## src/rtl/autosym_pkg.sv

```systemverilog
// autosym_pkg: shared types, default widths and the GF(2) masked-parity
// helper for the autosymmetric projection front-end (autosym_expander).
package autosym_pkg;

  localparam int N_IN_DEF  = 9;
  localparam int K_OUT_DEF = 5;

  // Widest vector the parity helper accepts; callers zero-extend into it.
  localparam int PAR_MAX_W = 64;

  typedef enum logic [1:0] {
    UNCFG = 2'd0,
    RUN   = 2'd1,
    DRAIN = 2'd2
  } state_e;

  // Parity of x restricted to the positions selected by mask (one GF(2) dot product).
  function automatic logic masked_parity(input logic [PAR_MAX_W-1:0] x,
                                         input logic [PAR_MAX_W-1:0] mask);
    masked_parity = ^(x & mask);
  endfunction

endpackage

```

## src/rtl/gf2_parity_row.sv

```systemverilog
// gf2_parity_row: one row of the GF(2) matrix-vector product, i.e. the
// parity of x masked by a single matrix row. Purely combinational.
module gf2_parity_row
  import autosym_pkg::*;
#(
  parameter int N_IN = N_IN_DEF
) (
  input  logic [N_IN-1:0] x,
  input  logic [N_IN-1:0] mask,
  output logic            parity
);

  logic [PAR_MAX_W-1:0] x_ext_s;
  logic [PAR_MAX_W-1:0] mask_ext_s;

  assign x_ext_s    = PAR_MAX_W'(x);
  assign mask_ext_s = PAR_MAX_W'(mask);
  assign parity     = masked_parity(x_ext_s, mask_ext_s);

endmodule

```

## src/rtl/autosym_expander.sv

```systemverilog
// autosym_expander: streaming projection z = A*x over GF(2) with a
// runtime-loaded K_OUT x N_IN matrix and a two-stage valid/ready pipeline.
// Optional feature macro: AUTOSYM_XOR_OFFSET_EN adds an offset vector b
// (written at cfg_row == K_OUT) so that z = A*x ^ b.
module autosym_expander
  import autosym_pkg::*;
#(
  parameter  int N_IN  = N_IN_DEF,
  parameter  int K_OUT = K_OUT_DEF,
  localparam int ROW_W = $clog2(K_OUT + 1)
) (
  input  logic             clk,
  input  logic             rst_n,
  input  logic             cfg_we,
  input  logic [ROW_W-1:0] cfg_row,
  input  logic [N_IN-1:0]  cfg_data,
  output logic             cfg_ready,
  output logic             cfg_err,
  input  logic             in_valid,
  output logic             in_ready,
  input  logic [N_IN-1:0]  in_x,
  output logic             out_valid,
  input  logic             out_ready,
  output logic [K_OUT-1:0] out_z
);

  state_e             state_r;
  logic [N_IN-1:0]    rows_r [K_OUT];
  logic [K_OUT-1:0]   row_ok_r;
  logic               cfg_err_r;
  logic               s1_valid_r;
  logic [N_IN-1:0]    s1_x_r;
  logic               s2_valid_r;
  logic [K_OUT-1:0]   s2_z_r;
`ifdef AUTOSYM_XOR_OFFSET_EN
  logic [K_OUT-1:0]   offset_r;
  logic               offset_sel_s;
`endif

  logic               pipe_empty_s;
  logic               s2_adv_s;
  logic               s1_take_s;
  logic               in_ready_s;
  logic               cfg_ready_s;
  logic               cfg_fire_s;
  logic               in_fire_s;
  logic               row_legal_s;
  logic [K_OUT-1:0]   row_ok_nxt_s;
  logic [K_OUT-1:0]   par_s;
  logic [K_OUT-1:0]   z_s;

  // Stage 2 can take new data when it is empty or its content leaves this cycle;
  // stage 1 moves whenever stage 2 can take, so both stall together in place.
  assign pipe_empty_s = ~s1_valid_r & ~s2_valid_r;
  assign s2_adv_s     = out_ready | ~s2_valid_r;
  assign s1_take_s    = ~s1_valid_r | s2_adv_s;
  assign in_ready_s   = (state_r == RUN) & s1_take_s;
  assign in_fire_s    = in_valid & in_ready_s;
  assign cfg_fire_s   = cfg_we & cfg_ready_s;
  assign row_legal_s  = (cfg_row < ROW_W'(K_OUT));
`ifdef AUTOSYM_XOR_OFFSET_EN
  assign offset_sel_s = (cfg_row == ROW_W'(K_OUT));
`endif

  // Configuration port availability by state; in DRAIN, rows may only change once the pipe is empty.
  always_comb begin
    cfg_ready_s = 1'b0;
    case (state_r)
      UNCFG:   cfg_ready_s = 1'b1;
      RUN:     cfg_ready_s = 1'b0;
      DRAIN:   cfg_ready_s = pipe_empty_s;
      default: cfg_ready_s = 1'b0;
    endcase
  end

  // Row-written bitmap as it will look after this cycle's write (illegal rows never count).
  always_comb begin
    row_ok_nxt_s = row_ok_r;
    if (cfg_fire_s && row_legal_s) begin
      row_ok_nxt_s[cfg_row] = 1'b1;
    end else begin
      row_ok_nxt_s = row_ok_r;
    end
  end

  // Control FSM: wait for a full matrix, stream, and drain before any row update.
  always_ff @(posedge clk or negedge rst_n) begin
    if (!rst_n) begin
      state_r <= UNCFG;
    end else begin
      case (state_r)
        UNCFG: begin
          if (&row_ok_r) state_r <= RUN;
          else           state_r <= UNCFG;
        end
        RUN: begin
          if (cfg_we) state_r <= DRAIN;
          else        state_r <= RUN;
        end
        DRAIN: begin
          if (!cfg_we)         state_r <= RUN;
          else if (cfg_fire_s) state_r <= (&row_ok_nxt_s) ? RUN : UNCFG;
          else                 state_r <= DRAIN;
        end
        default: state_r <= UNCFG;
      endcase
    end
  end

  // Matrix rows, written-row bitmap, optional offset and the sticky illegal-row flag.
  always_ff @(posedge clk or negedge rst_n) begin
    if (!rst_n) begin
      for (int i = 0; i < K_OUT; i++) rows_r[i] <= {N_IN{1'b0}};
      row_ok_r  <= {K_OUT{1'b0}};
      cfg_err_r <= 1'b0;
`ifdef AUTOSYM_XOR_OFFSET_EN
      offset_r  <= {K_OUT{1'b0}};
`endif
    end else begin
      row_ok_r <= row_ok_nxt_s;
      if (cfg_fire_s) begin
        if (row_legal_s) begin
          rows_r[cfg_row] <= cfg_data;
`ifdef AUTOSYM_XOR_OFFSET_EN
        end else if (offset_sel_s) begin
          offset_r <= cfg_data[K_OUT-1:0];
`endif
        end else begin
          cfg_err_r <= 1'b1;
        end
      end
    end
  end

  // One parity tree per matrix row, fed by the stage-1 vector.
  for (genvar g = 0; g < K_OUT; g++) begin : g_row
    gf2_parity_row #(.N_IN(N_IN)) u_row (
      .x      (s1_x_r),
      .mask   (rows_r[g]),
      .parity (par_s[g])
    );
  end

`ifdef AUTOSYM_XOR_OFFSET_EN
  assign z_s = par_s ^ offset_r;
`else
  assign z_s = par_s;
`endif

  // Stage 1: capture accepted input vectors, hold while stage 2 is blocked.
  always_ff @(posedge clk or negedge rst_n) begin
    if (!rst_n) begin
      s1_valid_r <= 1'b0;
      s1_x_r     <= {N_IN{1'b0}};
    end else begin
      if (s1_take_s) begin
        s1_valid_r <= in_fire_s;
        if (in_fire_s) s1_x_r <= in_x;
      end
    end
  end

  // Stage 2: register the projected vector; z is only rewritten when new data arrives.
  always_ff @(posedge clk or negedge rst_n) begin
    if (!rst_n) begin
      s2_valid_r <= 1'b0;
      s2_z_r     <= {K_OUT{1'b0}};
    end else begin
      if (s2_adv_s) begin
        s2_valid_r <= s1_valid_r;
        if (s1_valid_r) s2_z_r <= z_s;
      end
    end
  end

  assign in_ready  = in_ready_s;
  assign cfg_ready = cfg_ready_s;
  assign cfg_err   = cfg_err_r;
  assign out_valid = s2_valid_r;
  assign out_z     = s2_z_r;

endmodule

```

## config.mk

```make
export PLATFORM = sky130hd
export DESIGN_NAME = autosym_expander
export DESIGN_NICKNAME = d
export VERILOG_FILES = /design/src/rtl/autosym_pkg.sv /design/src/rtl/gf2_parity_row.sv /design/src/rtl/autosym_expander.sv
export SDC_FILE = /design/constraint.sdc
export NUM_CORES = 1
export LEC_CHECK = 0
export BUFFER_PORTS_ARGS = -buffer_cell sky130_fd_sc_hd__buf_4
export CAP_MARGIN = 10
export CORE_MARGIN = 3
export CORE_UTILIZATION = 35
export DETAILED_ROUTE_END_ITERATION = 8
export SLEW_MARGIN = 40
export SYNTH_ARGS = -nofsm -noshare
export SYNTH_HDL_FRONTEND = slang
export SYNTH_SLANG_ARGS = --single-unit
```

## constraint.sdc

```tcl
create_clock -name clk -period 1.56 [get_ports clk]
set_input_delay 0.156 -clock clk [delete_from_list [all_inputs] [get_ports clk]]
set_output_delay 0.156 -clock clk [all_outputs]
set_load 0.01 [all_outputs]
```

==> impl_metrics.env <==
export IMPL_status="complete, but fails checks"
export IMPL_violations="negative setup slack"
export IMPL_dpl_hpwl_um=5100
export IMPL_ir_worst_vdd_mv=0.746
export IMPL_ys_warn_count=0
export IMPL_cp_slowest_cell="dfrtp_1"
export IMPL_cp_start_kind="flip-flop"
export IMPL_dr_first_iter_drc_count=72
export IMPL_layout_drive_gt1_share_pct=48.7
export IMPL_drc=0
export IMPL_ys_types=35
export IMPL_holdCritPathClass="input pin to flip-flop"
export IMPL_finalNonFillerCells=443
export IMPL_pre_cts_ws_ns=-0.193
export IMPL_grt_pass1_vias=2216
export IMPL_area_delta_synth_final_pct=31.7
export IMPL_power_frac_seq_pct=34.0
export IMPL_syn_area_per_cell_um2=12.5
export IMPL_power_switching_mw=3.22
export IMPL_cts_htree_levels=3
export IMPL_p_int_mw=6.31
export IMPL_fmax_ghz=0.584
export IMPL_clock_power_share_pct=13.9
export IMPL_cts_sinks=69
export IMPL_drt_wl_total_um=7130
export IMPL_fp_dieW_um=102
export IMPL_gp_congestion=0.787
export IMPL_track_usage_pct=15.0
export IMPL_path_cells="o21a_4 > buf_12 > nor2_4 > nand3_2 > nor3_4 > buf_6 > mux2_4"
export IMPL_end_kind="flip-flop"
export IMPL_grt_max_degree=37
export IMPL_start_util_pct=36.6
export IMPL_dp_cells=419
export IMPL_setup_violations_final=48
export IMPL_cts_root_buf="clkbuf_8"
export IMPL_vias_per_cell=4.82
export IMPL_fin_crit_sh_pct=110
export IMPL_grt_pass1_wl_um=11700
export IMPL_die_area_um2=10400
export IMPL_power_mw=9.53
export IMPL_drv_cap=0
export IMPL_cts_tree="yes"
export IMPL_clock_skew_ns=0.00563
export IMPL_worst_ep_arrival_time_ns=1.93
export IMPL_worst_slew_pin_slew_ns=0.484
export IMPL_power_density_nw_per_um2=2240
export IMPL_synth_seq_cells=69
export IMPL_die_h_um=102
export IMPL_finalNetCount=357
export IMPL_critPathBufInv=2
export IMPL_rows=34
export IMPL_timing_final_hold_violations=0
export IMPL_clock_latency_ns=0.33
export IMPL_crit_family="flip-flops"
export IMPL_vias=2135
export IMPL_final_antenna_net_count=0
export IMPL_antenna_found_initial=0
export IMPL_drtPass1Iterations=4
export IMPL_slew_violations=0
export IMPL_syn_area_um2=3240
export IMPL_crit_fanout=5
export IMPL_cts_clk_slew_worst_paths_ns=0.07
export IMPL_cts_buffers_inserted=9
export IMPL_setup_slack_ns=-0.152
export IMPL_synth_ff_type="dfrtp_1"
export IMPL_ys_seq_area_share_pct=53.4
export IMPL_ioPinCount=35
export IMPL_synthCells=258
export IMPL_wire_per_inst_um=16.1
export IMPL_grt_setup_unrepaired="true"
export IMPL_antenna_cells=0
export IMPL_critPathRequiredTime_ns=1.78
export IMPL_p_leak_nw=1.96
export IMPL_syn_num_nets=284
export IMPL_crit_type="flip-flop to flip-flop"
export IMPL_core_area_um2=8850
export IMPL_cts_max_path_buffers=2
export IMPL_swShare_pct=33.7
export IMPL_relSlewSlack_pct=67.7
export IMPL_synth_async_reset_ratio_pct=100
export IMPL_synth_edf_count=0
export IMPL_io_buffers=34
export IMPL_p_comb_share_pct=52.1
export IMPL_final_min_clock_period_ns=1.71
export IMPL_slowest_delay_ns=0.39
export IMPL_grt_ovfl_total=0
-- repair_timing --
item | 4_1_cts | 5_1_grt
cloned | 2 | 0
setup endpoints to repair | 50 | 65
setup buffers | 6 | 3
hold buffers | 1 | 0
endpoints found under the hold margin | 34 | 0
pin swaps | 10 | 13
gates resized for setup | 24 | 27
-- worst paths after layout --
kind | to | cells past startpoint | slack [ns] | startpoint
min in group asynchronous | rows_r[30] | 2 | 0.32 | rst_n
worst max-delay path | rows_r[3] | 7 | -0.15 | s1_valid_r
worst min register to register | row_ok_r[1] | 2 | 0.48 | row_ok_r[1]
max in group asynchronous | rows_r[44] | 3 | 0.67 | rst_n
worst max register to register | rows_r[3] | 7 | -0.15 | s1_valid_r
worst min-delay path | s1_x_r[2] | 2 | 0.05 | in_x[2]
-- power by group through the flow --
stage                     clock (mW)  sequential (mW)  combinational, mW
after global placement             0             3.19               4.20
after CTS                       1.37             3.21               4.59
after global routing            1.45             3.36               5.38
final                           1.32             3.24               4.96
after floorplan                    0             3.14               3.01
after detailed placement           0             3.23               4.27
-- worst register-to-register path, stage by stage, from the launching register on --
cell and delay, ns:
dfrtp_1 0.39, o21a_4 0.24, buf_12 0.13, nor2_4 0.09, nand3_2 0.10, nor3_4 0.16
buf_6 0.18, mux2_4 0.30
-- kinds of logic after synthesis --
family | after synthesis | share of synthesized area, %
AO/OA/AOI/OAI | 15 | 2.94
XOR/XNOR | 36 | 11.9
buffers and inverters | 5 | 0.966
flip-flops | 69 | 53.4
multiplexers | 56 | 19.5
AND/OR/NAND/NOR | 77 | 11.4
-- sequential cells by signal, summed over array words and instances (netlist names) --
register and flops:
cfg_err 1, out_valid 1, out_z 5, row_ok_r 5
rows_r 45, s1_valid_r 1, s1_x_r 9, state_r 2
-- per-stage QoR --
stage	utilization, %	hold WS [ns]	instance area [um2]	setup TNS, ns
final	48.2	0.0490	4260	-5.39
after global routing	48.2	0.0376	4260	-8.53
after CTS	47.3	0.0368	4190	-7.69
after detailed placement	43.1	0.154	3820	-6.23
after global placement	43.1	0.150	3820	-5.65
after floorplan	-	-0.140	3260	-6.98
-- area by class of cell --
class,instances,area (um2)
Clock buffer,14,173
Clock inverter,1,5.00
Fill cell,824,4590
Inverter,1,3.75
Multi-Input combinational cell,185,1650
Sequential cell,69,1730
Tap cell,108,135
Timing Repair Buffer,65,557
-- cells in the mapped netlist, drive strengths merged, types with 2 or more instances --
cell type | n | area, um2
nand2 | 58 | 220
nor2 | 2 | 7.51
xnor3 | 5 | 113
buf | 3 | 23.8
xnor2 | 26 | 228
xor2 | 5 | 43.8
nor3 | 2 | 21.3
o21ai | 7 | 35.0
nand3 | 2 | 15.0
mux2 | 55 | 619
nand2b | 6 | 37.5
nand3b | 2 | 18.8
dfrtp | 69 | 1730
-- cells in the final DEF (no fill, tap or decap), types with 2 or more instances in the layout --
| cell type | count |
|---|---|
| o21ai_0 | 3 |
| nand3_4 | 2 |
| nand2_4 | 3 |
| buf_4 | 51 |
| nand2b_1 | 5 |
| clkbuf_8 | 12 |
| xor2_1 | 5 |
| nand2_1 | 54 |
| mux2_2 | 46 |
| xnor3_1 | 4 |
| buf_12 | 2 |
| clkbuf_1 | 2 |
| xnor2_2 | 6 |
| mux2_4 | 9 |
| dfrtp_1 | 63 |
| buf_6 | 11 |
| o21ai_1 | 4 |
| dfrtp_2 | 6 |
| xnor2_1 | 20 |
-- layer usage --
layer	track usage, %	part of all wire (%)	up-vias
met2	23.6	49	35
met4	5.45	1.6	0
met1	21.0	45	1066
met5	0	0	-
li1	-	-	1024
met3	2.53	3.6	10
(Power assumes the default switching activity.)
